==> src/rtl/riscv_pkg.sv <==
// Shared RISC-V front-end definitions: word width, opcode constants and the
// fetch FSM state type.
package riscv_pkg;

  localparam int XLEN = 32;

  localparam logic [6:0] OPC_LOAD   = 7'b0000011;
  localparam logic [6:0] OPC_STORE  = 7'b0100011;
  localparam logic [6:0] OPC_BRANCH = 7'b1100011;

  typedef enum logic [0:0] {
    FETCH_REQ  = 1'b0,
    FETCH_WAIT = 1'b1
  } fetch_state_e;

  function automatic logic [XLEN-1:0] align_pc(input logic [XLEN-1:0] addr);
    return {addr[XLEN-1:2], 2'b00};
  endfunction

endpackage

==> src/rtl/if_id_reg.sv <==
// IF/ID pipeline register: holds one fetched instruction until decode takes it.
// Flush beats load, and load beats the consume-clear.
module if_id_reg
  import riscv_pkg::*;
(
  input  logic            clk,
  input  logic            rst_n,
  input  logic            load,
  input  logic [XLEN-1:0] load_pc,
  input  logic [XLEN-1:0] load_instr,
  input  logic            flush,
  input  logic            id_ready,
  output logic            id_valid,
  output logic [XLEN-1:0] id_pc,
  output logic [XLEN-1:0] id_instr
);

  logic            valid_q, valid_d;
  logic [XLEN-1:0] pc_q, pc_d;
  logic [XLEN-1:0] instr_q, instr_d;

  always_comb begin
    valid_d = valid_q;
    pc_d    = pc_q;
    instr_d = instr_q;
    if (flush) begin
      valid_d = 1'b0;
    end else if (load) begin
      valid_d = 1'b1;
      pc_d    = load_pc;
      instr_d = load_instr;
    end else if (valid_q && id_ready) begin
      valid_d = 1'b0;
    end
  end

  always_ff @(posedge clk or negedge rst_n) begin
    if (!rst_n) begin
      valid_q <= 1'b0;
      pc_q    <= '0;
      instr_q <= '0;
    end else begin
      valid_q <= valid_d;
      pc_q    <= pc_d;
      instr_q <= instr_d;
    end
  end

  assign id_valid = valid_q;
  assign id_pc    = pc_q;
  assign id_instr = instr_q;

endmodule

==> src/rtl/fetch_unit.sv <==
// Instruction fetch unit: one outstanding imem request at a time, redirect
// with kill of an in-flight response, and an IF/ID output register.
module fetch_unit
  import riscv_pkg::*;
#(
  parameter logic [31:0] RESET_PC = 32'h0000_0000
) (
  input  logic        clk,
  input  logic        rst_n,
  output logic        imem_req_valid,
  input  logic        imem_req_ready,
  output logic [31:0] imem_req_addr,
  input  logic        imem_rsp_valid,
  input  logic [31:0] imem_rsp_data,
  input  logic        redirect_valid,
  input  logic [31:0] redirect_target,
  output logic        id_valid,
  input  logic        id_ready,
  output logic [31:0] id_pc,
  output logic [31:0] id_instr,
  output logic [6:0]  id_opcode,
  output logic [0:0]  dbg_fetch_state
);

  // Handshake rule for both imem and decode ports: a transfer happens on a
  // rising edge where valid && ready; valid never depends on ready except the
  // request side, which may only fetch when the IF/ID slot will be free.
  fetch_state_e state_q, state_d;
  logic [31:0]  pc_q, pc_d;
  logic [31:0]  req_pc_q, req_pc_d;
  logic         kill_q, kill_d;
  logic         req_fire;
  logic         rsp_load;

  assign imem_req_valid = rst_n && (state_q == FETCH_REQ) && (!id_valid || id_ready)
                          && !redirect_valid;
  assign imem_req_addr  = pc_q;
  assign req_fire       = imem_req_valid && imem_req_ready;
  assign rsp_load       = (state_q == FETCH_WAIT) && imem_rsp_valid && !kill_q
                          && !redirect_valid;

  always_comb begin
    state_d  = state_q;
    pc_d     = pc_q;
    req_pc_d = req_pc_q;
    kill_d   = kill_q;
    if (redirect_valid) begin
      pc_d = align_pc(redirect_target);
      if (state_q == FETCH_WAIT) begin
        if (imem_rsp_valid) begin
          state_d = FETCH_REQ;
          kill_d  = 1'b0;
        end else begin
          kill_d  = 1'b1;
        end
      end
    end else if (state_q == FETCH_REQ) begin
      if (req_fire) begin
        state_d  = FETCH_WAIT;
        req_pc_d = pc_q;
      end
    end else if (imem_rsp_valid) begin
      // A killed response leaves pc at the redirect target.
      state_d = FETCH_REQ;
      kill_d  = 1'b0;
      if (!kill_q) pc_d = req_pc_q + 32'd4;
    end
  end

  always_ff @(posedge clk or negedge rst_n) begin
    if (!rst_n) begin
      state_q  <= FETCH_REQ;
      pc_q     <= RESET_PC;
      req_pc_q <= '0;
      kill_q   <= 1'b0;
    end else begin
      state_q  <= state_d;
      pc_q     <= pc_d;
      req_pc_q <= req_pc_d;
      kill_q   <= kill_d;
    end
  end

  if_id_reg u_if_id_reg (
    .clk        (clk),
    .rst_n      (rst_n),
    .load       (rsp_load),
    .load_pc    (req_pc_q),
    .load_instr (imem_rsp_data),
    .flush      (redirect_valid),
    .id_ready   (id_ready),
    .id_valid   (id_valid),
    .id_pc      (id_pc),
    .id_instr   (id_instr)
  );

  assign id_opcode       = id_instr[6:0];
  assign dbg_fetch_state = state_q;

endmodule

==> config.mk <==
export PLATFORM = sky130hd
export DESIGN_NAME = fetch_unit
export DESIGN_NICKNAME = d
export VERILOG_FILES = /design/src/rtl/riscv_pkg.sv /design/src/rtl/if_id_reg.sv /design/src/rtl/fetch_unit.sv
export SDC_FILE = /design/constraint.sdc
export NUM_CORES = 1
export LEC_CHECK = 0
export BUFFER_PORTS_ARGS = -buffer_cell sky130_fd_sc_hd__buf_2
export CAP_MARGIN = 10
export CORE_MARGIN = 3
export CORE_UTILIZATION = 40
export DETAILED_ROUTE_END_ITERATION = 10
export PLACE_DENSITY = 0.62
export SLEW_MARGIN = 0
export SYNTH_ARGS = -nofsm -noshare
export SYNTH_HDL_FRONTEND = slang
export SYNTH_SLANG_ARGS = --single-unit
==> constraint.sdc <==
create_clock -name clk -period 2.74 [get_ports clk]
set_clock_uncertainty 0.15 [all_clocks]
set_input_delay 0.548 -clock clk [delete_from_list [all_inputs] [get_ports clk]]
set_output_delay 0.548 -clock clk [all_outputs]
set_load 0.02 [all_outputs]
== Word level (Yosys, flattened, before mapping) ==
Cells that the tools add are included.
Word-level totals
  flip-flop bits (word level): 131
  latch bits: 0
  RAM bits: 0
  ROM bits: 0
  input port bits: 70
  output and inout port bits: 106
  word-level logic and storage cells: 46
  memories: 0
Cells by class
  add/sub/neg operators: 1
  multiply operators: 0
  div/mod/pow operators: 0
  order comparisons: 0
  equality and inequality tests: 1
  shift operators: 0
  muxes and demuxes: 16
  bitwise gates (word level): 2
  reduce and logical (&&, ||, !) cells: 19
Operator list (number)
  two-way mux 32 bit: 4
  adder 32 x 3 -> 32 bit, second input constant: 1
  two-way mux 1 bit: 12
  logical AND 1 bit: 8
  AND reduction 3 bit: 2
  AND reduction 2 bit: 2
  nonzero test 2 bit: 2
  zero test 1 bit: 3
  nonzero test 3 bit: 1
  != test 2 bit, second input constant: 1
  inverter 1 bit: 2
  logical OR 1 bit: 1

== Logic depth before layout (Yosys ltp) ==
  depth in word-level cells: 8
  gate-level depth with buffers: 7
  mapped depth without buffers: 6

== Modules after synthesis ==
A second synthesis with hierarchy kept.
Second synthesis, totals
  cell total of the unflattened synthesis: 462
  area, all modules: 6057.1 µm²
By module, submodules not included
  fetch_unit: times used 1, cells an instance 322, area an instance 3315.7 µm²
  if_id_reg: times used 1, cells an instance 140, area an instance 2741.4 µm²

== Least setup slack after synthesis ==
Ideal clock, no wire load.
  path type: reg2reg
  start point: register u_if_id_reg.valid_q (netlist: u_if_id_reg.id_valid)
  end point: register req_pc_q[0]
  setup time: 0.125 ns
  arrival: 2.279 ns
  required time: 2.465 ns
  setup slack: 0.186 ns
  cell stages (with the launch flop): 6
  path through: dfrtp_1 -> nor2b_1 -> nor4b_1 -> nand2_1 -> buf_1 -> mux2_2
Between the ends
  longest elaborated chain between the ends: 6
Ends and longest elaborated chain
  start, declared: line if_id_reg.sv:18  | logic valid_q, valid_d;
  start signal, assigned: line if_id_reg.sv:43  | valid_q <= valid_d;
  zero test 1 bit: line fetch_unit.sv:35  | assign imem_req_valid = rst_n && (state_q == FETCH_REQ) && (!id_valid || id_ready)
  logical OR 1 bit: line fetch_unit.sv:35
  logical AND 1 bit: line fetch_unit.sv:35
  logical AND 1 bit: line fetch_unit.sv:36  | && !redirect_valid;
  net imem_req_valid: line fetch_unit.sv:10  | output logic imem_req_valid,
  logical AND 1 bit: line fetch_unit.sv:38  | assign req_fire = imem_req_valid && imem_req_ready;
  AND reduction 3 bit (no line)
  end signal, assigned: line fetch_unit.sv:79  | req_pc_q <= req_pc_d;
  end, declared: line fetch_unit.sv:30  | logic [31:0] req_pc_q, req_pc_d;
The timed path passes the listed nets, and every way through them passes these cells.
A chain may end at the register's enable or synchronous reset.

== Worst setup path in the final report ==
  start point: register u_if_id_reg.valid_q (netlist: u_if_id_reg.id_valid)
  end point: output imem_req_valid
Between the ends
  longest elaborated chain between the ends: 4
Ends and longest elaborated chain (line)
  zero test 1 bit: fetch_unit.sv:35
  logical OR 1 bit: fetch_unit.sv:35
  logical AND 1 bit: fetch_unit.sv:35
  logical AND 1 bit: fetch_unit.sv:36
  end, declared: fetch_unit.sv:10
No other way between the ends.

==> results.yml <==
timing:
  max_clock_freq_mhz: 408
  setup_tns_ns: 0
  hold_viol: 0
  rsz0062_at_grt: "no"
  maxSlewViolCount: 0
  setup_viol: 0
  tightest_slew_ns: 0.881
  setup_slack_ns: 0.289
  relSlewSlack: 0.413
  period_needed_ns: 2.45
  period_share: 0.894
routing:
  vias_per_cell: 4.98
  vias: 4702
  initialDrtViolationCount: 285
  finalWirelength_mm: 14.9
  ant_nets: 0
  first_pass_iters: 4
  detail_route.wl_per_cell_um: 15.8
  route.detailed.drc: 0
die:
  row_count: 43
  die_x_um: 126
  core-area_sq_um: 14000
  dieArea_sq_um: 16000
  initial_core_util: 0.413
  fp.dieH_um: 126
  io_pins: 176
worst_setup_path:
  critPathRequiredTime_ns: 2.04
  cp_slowest_cell: "nor4b_1"
  crit_path_max_incr_delay_ns: 0.54
  timing.critical_path.arrival_ns: 1.75
  cp_max_fo: 2
  worstSetupEndpointType: "primary output"
  cp-start-kind: "flop"
  path_cells: "nor2b_1 > nor4b_1 > buf_2"
  r2r_slack_ns: 0.47
  crit_type: "reg2out"
  ff2ff_path_depth: 6
placed_design:
  place_area_sq_um: 6830
  placedCellCount: 912
  io_buffers: 173
  globalplace.congestion: 0.830
  place.detailed.hpwl_mm: 10.3
  pre_cts_ws_ns: 0.455
cts:
  cts_tree: "yes"
  cts-buffers-inserted: 17
  cts_sinks: 131
  cts-root-buf: "clkbuf_16"
  post_cts_buffers: 0
  clk_pin_slew_ns: 0.06
  cts_resized: 0
  ctsHoldBuffers: 0
  htreeDepth: 4
  insertion_delay_ns: 0.42
  clk_path_buf_depth: 2
synth:
  synth.distinct_cells: 41
  synth_flop_cell: "dfrtp_1"
  syn_area_sq_um: 5800
  synthCells: 588
  synth_enable_flop_cells: 0
  synth_area_leaders: "dfrtp_1 57%, nand2_1 16%, mux2_2 6.2%"
  synth_top_area_cell: "dfrtp_1"
  seq_area_frac_synth: 0.565
  synth_seq_cells: 131
  syn_area_per_cell_sq_um: 9.87
  yosysTopAreaCellShare: 0.565
  ys_warn_count: 0
  synthArstFlopShare: 1.00
  synthesis.nets: 659
grt:
  antenna_found_initial: 0
  grt_pass1_vias: 4790
  grt_max_degree: 81
  grt_use_total: 0.191
  grt_pass1_wl_mm: 24.2
  grt_overflow: 0
cells_and_area:
  final_common_cell: "nand2_1"
  syn2layout_area_growth_pct: 28.7
  layout-drive-gt1-share: 0.352
  final_cell_mix: "241 x nand2_1, 172 x buf_2, 131 x dfrtp_1, 32 x mux2_2, 17 x clkbuf_16"
  multiInputGateArea_sq_um: 2330
  regArea_sq_um: 3280
  fin_nets: 822
  fin_cells: 944
  nFillCells: 1273
  antennaDiodeCount: 0
  design_area_sq_um: 7470
run_status:
  status: "finished clean"
power:
  vdd_ir_drop_max_mv: 0.451
  powerDensity_nw_per_um2: 972
  p_leak_uw: 0.00384
worst_hold_path:
  holdCritPathClass: "in2async"
run:
  max-cap-violations: 0
-- through the flow --
| step | total power (uW) | util | hold WS [ns] |
|---|---|---|---|
| 6_report | 7260 | 0.532 | 0.161 |
| 5_1_grt | 7660 | 0.532 | 0.169 |
| 4_1_cts | 7340 | 0.532 | 0.160 |
| 3_5_place_dp | 4890 | 0.486 | 0.308 |
| 3_3_place_gp | 4810 | 0.486 | 0.304 |
| 2_1_floorplan | 4150 | - | 0.102 |
-- path summary, 6_finish.rpt --
path	from	endpoint
max in group asynchronous	rst_n	u_if_id_reg.id_instr[23]$_DFFE_PN0P_
worst max-delay path	u_if_id_reg.id_valid$_DFFE_PN0P_	imem_req_valid
worst max register to register	req_pc_q[2]$_DFFE_PN0P_	imem_req_addr[28]$_DFFE_PN0P_
worst min register to register	u_if_id_reg.id_pc[18]$_DFFE_PN0P_	u_if_id_reg.id_pc[18]$_DFFE_PN0P_
min in group clk	imem_rsp_data[29]	u_if_id_reg.id_instr[29]$_DFFE_PN0P_
worst min-delay path	rst_n	u_if_id_reg.id_pc[7]$_DFFE_PN0P_
-- routing by layer --
metal | part of all wire | global-route usage | routed length (um)
met3 | 0.075 | 0.0539 | 1120
met4 | 0.019 | 0.0738 | 284
met1 | 0.45 | 0.255 | 6710
met5 | 0 | 0 | 0
met2 | 0.45 | 0.297 | 6760
-- where the power goes --
part           internal (uW)  total (uW)  switching [uW]
registers               2480        2920             441
logic                    714        1920            1200
clock network           1610        2430             812
total                   4810        7260            2450
-- state kept, by name, indices dropped and copies added (netlist names) --
name / count
kill_q: 1
u_if_id_reg.id_instr: 32
u_if_id_reg.id_valid: 1
imem_req_addr: 32
u_if_id_reg.id_pc: 32
req_pc_q: 32
dbg_fetch_state: 1
-- kinds of logic after synthesis --
group / share of synthesized area
AND/OR/NAND/NOR: 0.227
flip-flops: 0.565
AO/OA/AOI/OAI: 0.0608
buffers and inverters: 0.0354
multiplexers: 0.0690
XOR/XNOR: 0.0408
adder cells (fa/ha/maj): 0.00216
-- cell type report --
| class | instances | area share |
|---|---|---|
| flip-flops and latches | 131 | 0.439 |
| repair buffers | 184 | 0.131 |
| clock buffers | 23 | 0.0653 |
| multi-input cells | 412 | 0.312 |
| inverters | 5 | 0.00251 |
| clock inverters | 9 | 0.0201 |
| well taps | 180 | 0.0302 |
-- synth_stat cells, types with 2 or more instances --
library cell,count
and3_1,2
nand4_1,4
buf_1,3
a21oi_1,12
buf_2,2
xor2_1,11
dfrtp_1,131
clkbuf_1,27
xnor2_1,16
o221ai_1,13
nand3_1,7
or4_4,2
nor3_1,4
o21ai_0,16
o221ai_2,4
nand2_1,241
nor2_1,15
inv_1,5
nand3_2,2
nor3_2,2
nor3b_1,3
mux2_2,32
mux2i_1,4
or2_2,2
buf_4,7
nor4_2,5
and4_1,2
-- worst max-delay path, delay by kind of cell, from the launching register on --
family / cells / cell delay (ns)
buffers and inverters: 1 / 0.28
DFF: 1 / 0.37
and+or+nand+nor: 2 / 0.69
Power figures use the tool's default switching activity.
